==> src/rtl/tdc_pkg.sv <==
// -----------------------------------------------------------------------------
// tdc_pkg
// Shared definitions for the TDC phase-detector measurement controller:
//   - N_TDC  : thermometer code length of the UP/DWN TDC lines
//   - CNT_W  : width of a popcount result (0..N_TDC)
//   - ERR_W  : width of the signed phase error (-N_TDC..+N_TDC)
//   - tdc_state_e : controller state encoding, visible on the state output
//   - abs_err : magnitude of a signed phase error
// -----------------------------------------------------------------------------
package tdc_pkg;

    localparam int unsigned N_TDC = 32;
    localparam int unsigned CNT_W = $clog2(N_TDC + 1);
    localparam int unsigned ERR_W = $clog2(N_TDC) + 2;

    typedef enum logic [1:0] {
        StIdle   = 2'd0,
        StSettle = 2'd1,
        StTrack  = 2'd2,
        StLocked = 2'd3
    } tdc_state_e;

    // The error never reaches -2**(ERR_W-1), so negation cannot overflow.
    function automatic logic [ERR_W-1:0] abs_err(input logic signed [ERR_W-1:0] e);
        return e[ERR_W-1] ? ERR_W'(-e) : ERR_W'(e);
    endfunction

endpackage

==> src/rtl/tdc_therm2bin.sv <==
// -----------------------------------------------------------------------------
// tdc_therm2bin
// Registered popcount of a thermometer code. Counting ones rather than
// locating the top transition makes the result tolerant of bubbles.
// Latency: 1 clk.
//
// Ports:
//   clk     in   sampling clock
//   reset   in   synchronous, active-high
//   code_i  in   W-bit thermometer code
//   count_o out  number of ones in code_i, registered
// -----------------------------------------------------------------------------
module tdc_therm2bin #(
    parameter int unsigned W  = 32,
    localparam int unsigned CW = $clog2(W + 1)
) (
    input  logic          clk,
    input  logic          reset,
    input  logic [W-1:0]  code_i,
    output logic [CW-1:0] count_o
);

    logic [CW-1:0] count_d;
    logic [CW-1:0] count_q;

    always_comb begin
        count_d = '0;
        for (int i = 0; i < int'(W); i++) begin
            count_d = count_d + CW'(code_i[i]);
        end
    end

    always_ff @(posedge clk) begin
        if (reset) begin
            count_q <= '0;
        end else begin
            count_q <= count_d;
        end
    end

    assign count_o = count_q;

endmodule

==> src/rtl/tdc_pd_ctrl.sv <==
// -----------------------------------------------------------------------------
// tdc_pd_ctrl
// Measurement controller for the thermometer-coded TDC phase detector.
// Once per reference period the peak UP and DWN counts seen in the window are
// turned into a signed phase error with a one-cycle valid strobe. The block
// sequences settle/track/lock phases, runs the lock detector and flags loss
// of the reference.
//
// Pipeline:
//   stage 1 : popcount of both codes, ref_edge delayed to ref_d_q
//   stage 2 : peak tracking; window close on ref_d_q -> registered outputs
//   err_valid therefore follows the ref_edge input by exactly 2 clk.
//
// Ports:
//   clk        in   TDC sampling clock
//   reset      in   synchronous, active-high
//   enable     in   run controller; low forces IDLE
//   ref_edge   in   one-cycle pulse per reference rising edge (clk domain)
//   up_error   in   UP thermometer code
//   dwn_error  in   DWN thermometer code
//   phase_err  out  signed up_peak - dwn_peak, held between strobes
//   err_valid  out  one-cycle strobe qualifying phase_err
//   err_sat    out  a peak of the strobed measurement equalled N_TDC
//   locked     out  lock indicator
//   ref_lost   out  sticky reference timeout, cleared by the next ref_edge
//   state      out  IDLE=0, SETTLE=1, TRACK=2, LOCKED=3
// -----------------------------------------------------------------------------
module tdc_pd_ctrl
    import tdc_pkg::*;
#(
    parameter int unsigned SETTLE_PERIODS = 4,
    parameter int unsigned LOCK_TOL       = 2,
    parameter int unsigned UNLOCK_TOL     = 4,
    parameter int unsigned LOCK_COUNT     = 16,
    parameter int unsigned REF_TIMEOUT    = 1024
) (
    input  logic                    clk,
    input  logic                    reset,
    input  logic                    enable,
    input  logic                    ref_edge,
    input  logic [N_TDC-1:0]        up_error,
    input  logic [N_TDC-1:0]        dwn_error,
    output logic signed [ERR_W-1:0] phase_err,
    output logic                    err_valid,
    output logic                    err_sat,
    output logic                    locked,
    output logic                    ref_lost,
    output logic [1:0]              state
);

    localparam int unsigned SET_W = $clog2(SETTLE_PERIODS + 1);
    localparam int unsigned RUN_W = $clog2(LOCK_COUNT + 1);
    localparam int unsigned TMO_W = $clog2(REF_TIMEOUT + 1);

    localparam logic [SET_W-1:0] SettleLast = SET_W'(SETTLE_PERIODS - 1);
    localparam logic [RUN_W-1:0] RunLock    = RUN_W'(LOCK_COUNT);
    localparam logic [TMO_W-1:0] TmoMax     = TMO_W'(REF_TIMEOUT);
    localparam logic [TMO_W-1:0] TmoLast    = TMO_W'(REF_TIMEOUT - 1);
    localparam logic [CNT_W-1:0] CntFull    = CNT_W'(N_TDC);

    // Stage 1
    logic [CNT_W-1:0] up_cnt;
    logic [CNT_W-1:0] dwn_cnt;
    logic             ref_d_d, ref_d_q;

    // Stage 2 and control state
    logic [CNT_W-1:0]        up_peak_d, up_peak_q;
    logic [CNT_W-1:0]        dwn_peak_d, dwn_peak_q;
    tdc_state_e              state_d, state_q;
    logic [SET_W-1:0]        settle_d, settle_q;
    logic [RUN_W-1:0]        run_d, run_q;
    logic [TMO_W-1:0]        tmo_d, tmo_q;
    logic signed [ERR_W-1:0] phase_err_d, phase_err_q;
    logic                    err_valid_d, err_valid_q;
    logic                    err_sat_d, err_sat_q;
    logic                    locked_d, locked_q;
    logic                    ref_lost_d, ref_lost_q;

    // Window-close intermediates
    logic [CNT_W-1:0]        up_final;
    logic [CNT_W-1:0]        dwn_final;
    logic signed [ERR_W-1:0] err;
    logic [ERR_W-1:0]        err_mag;
    logic                    sat;
    logic                    in_tol;
    logic                    out_tol;
    logic [RUN_W-1:0]        run_inc;
    logic                    tmo_hit;

    tdc_therm2bin #(
        .W (N_TDC)
    ) u_up_cnt (
        .clk     (clk),
        .reset   (reset),
        .code_i  (up_error),
        .count_o (up_cnt)
    );

    tdc_therm2bin #(
        .W (N_TDC)
    ) u_dwn_cnt (
        .clk     (clk),
        .reset   (reset),
        .code_i  (dwn_error),
        .count_o (dwn_cnt)
    );

    always_comb begin
        // The count arriving with ref_d_q belongs to the window being closed.
        up_final  = (up_cnt > up_peak_q) ? up_cnt : up_peak_q;
        dwn_final = (dwn_cnt > dwn_peak_q) ? dwn_cnt : dwn_peak_q;
        err       = ERR_W'(up_final) - ERR_W'(dwn_final);
        err_mag   = abs_err(err);
        sat       = (up_final == CntFull) || (dwn_final == CntFull);
        in_tol    = (err_mag <= ERR_W'(LOCK_TOL)) && !sat;
        out_tol   = (err_mag > ERR_W'(UNLOCK_TOL)) || sat;
        run_inc   = run_q + RUN_W'(1);
        tmo_hit   = !ref_edge && (tmo_q == TmoLast);

        state_d     = state_q;
        settle_d    = settle_q;
        run_d       = run_q;
        phase_err_d = phase_err_q;
        err_valid_d = 1'b0;
        err_sat_d   = err_sat_q;
        locked_d    = locked_q;
        ref_lost_d  = ref_lost_q;

        // Edges seen while idle never open a measurement.
        ref_d_d    = ref_edge && enable && (state_q != StIdle);
        up_peak_d  = ref_d_q ? '0 : up_final;
        dwn_peak_d = ref_d_q ? '0 : dwn_final;

        if (ref_edge) begin
            tmo_d = '0;
        end else if (tmo_q != TmoMax) begin
            tmo_d = tmo_q + TMO_W'(1);
        end else begin
            tmo_d = tmo_q;
        end

        if (ref_edge) begin
            ref_lost_d = 1'b0;
        end

        if (!enable) begin
            // Drops any partial window and any close still in flight.
            state_d    = StIdle;
            settle_d   = '0;
            run_d      = '0;
            tmo_d      = '0;
            err_sat_d  = 1'b0;
            locked_d   = 1'b0;
            ref_lost_d = 1'b0;
            up_peak_d  = '0;
            dwn_peak_d = '0;
        end else if (state_q == StIdle) begin
            state_d    = StSettle;
            settle_d   = '0;
            run_d      = '0;
            tmo_d      = '0;
            up_peak_d  = '0;
            dwn_peak_d = '0;
        end else if (tmo_hit) begin
            // Counter saturates at TmoMax, so this fires once per outage.
            state_d    = StSettle;
            settle_d   = '0;
            run_d      = '0;
            locked_d   = 1'b0;
            ref_lost_d = 1'b1;
            up_peak_d  = '0;
            dwn_peak_d = '0;
        end else if (ref_d_q) begin
            case (state_q)
                StSettle: begin
                    if (settle_q == SettleLast) begin
                        state_d  = StTrack;
                        settle_d = '0;
                        run_d    = '0;
                    end else begin
                        settle_d = settle_q + SET_W'(1);
                    end
                end
                StTrack: begin
                    err_valid_d = 1'b1;
                    phase_err_d = err;
                    err_sat_d   = sat;
                    if (!in_tol) begin
                        run_d = '0;
                    end else if (run_inc == RunLock) begin
                        state_d  = StLocked;
                        locked_d = 1'b1;
                        run_d    = '0;
                    end else begin
                        run_d = run_inc;
                    end
                end
                StLocked: begin
                    err_valid_d = 1'b1;
                    phase_err_d = err;
                    err_sat_d   = sat;
                    if (out_tol) begin
                        state_d  = StTrack;
                        locked_d = 1'b0;
                        run_d    = '0;
                    end
                end
                default: begin
                    state_d = StIdle;
                end
            endcase
        end
    end

    always_ff @(posedge clk) begin
        if (reset) begin
            ref_d_q     <= 1'b0;
            up_peak_q   <= '0;
            dwn_peak_q  <= '0;
            state_q     <= StIdle;
            settle_q    <= '0;
            run_q       <= '0;
            tmo_q       <= '0;
            phase_err_q <= '0;
            err_valid_q <= 1'b0;
            err_sat_q   <= 1'b0;
            locked_q    <= 1'b0;
            ref_lost_q  <= 1'b0;
        end else begin
            ref_d_q     <= ref_d_d;
            up_peak_q   <= up_peak_d;
            dwn_peak_q  <= dwn_peak_d;
            state_q     <= state_d;
            settle_q    <= settle_d;
            run_q       <= run_d;
            tmo_q       <= tmo_d;
            phase_err_q <= phase_err_d;
            err_valid_q <= err_valid_d;
            err_sat_q   <= err_sat_d;
            locked_q    <= locked_d;
            ref_lost_q  <= ref_lost_d;
        end
    end

    assign phase_err = phase_err_q;
    assign err_valid = err_valid_q;
    assign err_sat   = err_sat_q;
    assign locked    = locked_q;
    assign ref_lost  = ref_lost_q;
    assign state     = state_q;

endmodule

==> config.mk <==
export PLATFORM = sky130hd
export DESIGN_NAME = tdc_pd_ctrl
export DESIGN_NICKNAME = d
export VERILOG_FILES = /design/src/rtl/tdc_pkg.sv /design/src/rtl/tdc_therm2bin.sv /design/src/rtl/tdc_pd_ctrl.sv
export SDC_FILE = /design/constraint.sdc
export NUM_CORES = 1
export LEC_CHECK = 0
export CORE_MARGIN = 8
export CORE_UTILIZATION = 50
export DETAILED_ROUTE_END_ITERATION = 12
export HOLD_SLACK_MARGIN = 0.08
export PLACE_DENSITY = 0.75
export SLEW_MARGIN = 20
export SYNTH_ARGS = -nofsm -noshare
export SYNTH_HDL_FRONTEND = slang
export SYNTH_SLANG_ARGS = --single-unit
==> constraint.sdc <==
create_clock -name clk -period 6.6 [get_ports clk]
set_input_delay 1.32 -clock clk [delete_from_list [all_inputs] [get_ports clk]]
set_output_delay 1.32 -clock clk [all_outputs]
set_load 0.01 [all_outputs]
==> results of run 1 <==
==> power groups by stage <==
stage / registers (mW) / clock network [mW] / logic, mW
global route: 0.420 / 0.365 / 2.55
CTS: 0.417 / 0.349 / 2.26
floorplan: 0.413 / 0 / 1.86
detailed placement: 0.424 / 0 / 2.25
global placement: 0.422 / 0 / 2.16
finish: 0.417 / 0.342 / 2.24
==> layer usage <==
metal | global-route usage | wire (um) | up-vias
met5 | 0 | 0 | -
met4 | 0.0640 | 227 | 0
met3 | 0.0344 | 387 | 24
met2 | 0.306 | 5290 | 79
met1 | 0.160 | 4000 | 1789
li1 | - | - | 1893
==> registers in the layout, summed over array words and instances, names as in the netlist, 2 cells and up, named ones only <==
signal	count
dwn_peak_q	6
phase_err	7
run_q	5
settle_q	3
state	2
tmo_q	11
u_dwn_cnt.count_o	6
u_up_cnt.count_o	6
up_peak_q	5
==> metrics by stage <==
step / util / power [mW] / setup TNS [ns]
finish: 0.625 / 3.00 / 0
global route: 0.625 / 3.34 / 0
CTS: 0.625 / 3.03 / 0
detailed placement: 0.603 / 2.67 / -0.0196
global placement: 0.603 / 2.59 / 0
floorplan: - / 2.27 / 0
==> logic make-up after synthesis <==
group | Yosys count | share of synthesized area
mux | 21 | 0.0441
flops | 57 | 0.230
compound gates | 74 | 0.129
xor+xnor | 25 | 0.0479
simple gates | 148 | 0.159
buf+inv | 117 | 0.0986
fa+ha+maj | 87 | 0.292
==> how the worst max path moves through the flow <==
stage,slack (ns),cells after the start,to,startpoint
after floorplan,0.62,15,u_dwn_cnt.count_o[4],dwn_error[0]
after global routing,0.11,16,u_dwn_cnt.count_o[4],dwn_error[0]
after CTS,0.34,16,u_dwn_cnt.count_o[4],dwn_error[0]
after global placement,0.09,16,u_dwn_cnt.count_o[4],dwn_error[0]
after detailed placement,-0.02,16,u_dwn_cnt.count_o[4],dwn_error[0]
final,0.37,16,u_dwn_cnt.count_o[4],dwn_error[0]
==> cell usage in the layout (no fill, tap or decap), drive strengths merged, types with 7 or more instances in the layout <==
cell type / netlist / final
clkbuf: 7 / 14
nand2: 15 / 15
a21o: 10 / 10
clkdlybuf4s50: 1 / 80
a21oi: 23 / 23
nand2b: 7 / 7
fa: 48 / 48
xor2: 10 / 10
mux2i: 17 / 17
nor2b: 9 / 9
nor2: 57 / 57
nor3: 7 / 7
o21ai: 8 / 8
nand3: 13 / 13
xnor2: 15 / 15
dfxtp: 57 / 57
ha: 38 / 38
inv: 107 / 107
==> layout make-up <==
class | instances | area, um^2
clock buffer | 14 | 173
clock inverter | 2 | 35.0
fill | 842 | 3640
inverter | 107 | 402
multi-input combinational | 355 | 3330
sequential | 57 | 1140
tap | 133 | 166
timing repair buffer | 80 | 801
==> critical path: cells and delay by family <==
family	cells	cell delay, ns
simple gates	1	0.05
compound gates	2	0.36
buf+inv	3	0.53
fa+ha+maj	9	4.02
xor+xnor	1	0.16
==> qor.yml, run 1 <==
fmax_mhz: 160
htree_levels: 3
worstMarginPinSlew_ns: 0.759
hold_depth: 2
post-synth-top-count-cell: "sky130_fd_sc_hd__inv_1"
reg2regPathDepth: 16
crit_fanout: 2
num-nets-final: 764
dpl-instance-area_um2: 5840
synth.avg_cell_area_um2: 9.38
grt_setup_unrepaired: "false"
pwr-share-seq: 0.139
whs_ns: 0.469
p_int_mw: 1.64
max-slew-margin-rel: 0.492
timing.critical_path.cells: "clkdlybuf4s50_1 -> ha_1 -> inv_1 -> fa_1 -> fa_1 -> fa_1 -> fa_1 -> fa_1 -> fa_1 -> inv_1 -> fa_1 -> fa_1 -> a21o_1 -> a21oi_1 -> xor2_1 -> nor2_1"
yosys_warnings: 0
r2r_slack_ns: 1.98
synth_common_cells: "107 x sky130_fd_sc_hd__inv_1, 57 x sky130_fd_sc_hd__dfxtp_1, 56 x sky130_fd_sc_hd__nor2_1"
layout-drive-gt1-share: 0.0797
dpl_worst_slack_ns: -0.0196
floorplan.rows: 36
dieHeight_um: 116
arrival_ns: 6.43
critPathMaxStageDelay_ns: 0.54
timing.final.setup_violations: 0
synth-seq-cells: 57
combinational_group_share_of_total_power: 0.747
ctsLongestPathBuffers: 2
synthCells: 529
critical-path-slowest-cell: "sky130_fd_sc_hd__fa_1"
startpoint_type: "primary input"
hold_buf_cts: 0
ant_nets: 0
synth_top_cells_by_area: "sky130_fd_sc_hd__dfxtp_1 23%, sky130_fd_sc_hd__fa_1 19%, sky130_fd_sc_hd__ha_1 9.6%"
drt-wirelength-per-cell_um: 13.3
cts_resized: 0
share_clk_of_total_power: 0.114
die_w_um: 116
detailroute.via_count: 3785
area_delta_synth_final_pct: 21.9
post-dp-hpwl_mm: 8.30
synth_ff_type: "sky130_fd_sc_hd__dfxtp_1"
worstSkewPairLatency_ns: 0.34
netlist.area_leader.share: 0.230
clock_tree_from_tritoncts: "yes"
synth_enable_flop_cells: 0
critical_path.endpoint_type: "register"
sw_frac_of_total: 0.454
dp_cells: 732
gp_congestion: 0.851
drt_drc_violations_left: 0
irDropWorstVdd_uv: 271
via_count_of_the_first_global_routing_pass: 4145
finalCritPeriodShare: 0.945
timing.final.max_slew_violations: 0
clk_pin_slew_worst_paths_ns: 0.06
design.portCount: 81
die_area_um2: 13400
postSynthNetCount: 683
cts_setup_buffers: 0
synth_largest_area_cell: "sky130_fd_sc_hd__dfxtp_1"
reg2reg_from: "up_peak_q[4]"
post_synth_num_cell_types: 74
grt_pass1_wl_mm: 17.3
io_buffer_count: 80
leakagePower_nw: 2.61
synth_async_sr_flop_share: 0
worstHoldPathType: "register to register"
outcome: "complete, no violations"
cts-buffers-inserted: 9
critPathMostFrequentCell: "sky130_fd_sc_hd__fa_1"
grt_start_max_net_pins: 21
power_density_nw_per_um2: 496
initial_utilization: 0.512
overflow: 0
worst_ep_required_time_ns: 6.80
wl_mm: 9.91
period_needed_ns: 6.23
drt_pass1_iterations: 4
synth-seq-area-share: 0.230
antennaDiodeCount: 0
core_um2: 9680
cap_violations: 0
hold_path.startpoint: "settle_q[2]"
stdcell_area_um2: 6050
holdPathEnd: "settle_q[2]"
synthesis.area_um2: 4960
r2r_end: "run_q[2]"
postLayoutSetupSlackWorst_ns: 0.365
drt-initial-drc-count: 152
final_hold_viol_count: 0
netSwitchingPower_mw: 1.36
root_buffer_cell: "sky130_fd_sc_hd__clkbuf_8"
gr-usage-all-layers: 0.158
finalNonFillerCells: 748
number_of_antenna_violations_at_the_first_check_in_global_routing: 0
worst_clock_skew_ns: 0.00844
clkSinkCount: 57
route.detailed.vias_per_inst: 5.06
category_of_the_most_critical_setup_path: "primary input to register"
No activity file was read; power rests on OpenSTA's default activity.
==> run 2: changes to the inputs <==
--- a/config.mk
+++ b/config.mk
@@ -10,6 +10,7 @@
 export DETAILED_ROUTE_END_ITERATION = 12
 export HOLD_SLACK_MARGIN = 0.08
 export PLACE_DENSITY = 0.75
+export SKIP_CTS_REPAIR_TIMING = 1
 export SLEW_MARGIN = 20
 export SYNTH_ARGS = -nofsm -noshare
 export SYNTH_HDL_FRONTEND = slang
==> results of run 2 <==
No change in the layout: final DEF, timing and power equal those of run 1.
==> run 3: changes to the inputs <==
--- a/config.mk
+++ b/config.mk
@@ -5,6 +5,7 @@
 export SDC_FILE = /design/constraint.sdc
 export NUM_CORES = 1
 export LEC_CHECK = 0
+export CAP_MARGIN = 5
 export CORE_MARGIN = 8
 export CORE_UTILIZATION = 50
 export DETAILED_ROUTE_END_ITERATION = 12
==> results of run 3 <==
No change in the layout: final DEF, timing and power equal those of run 1.
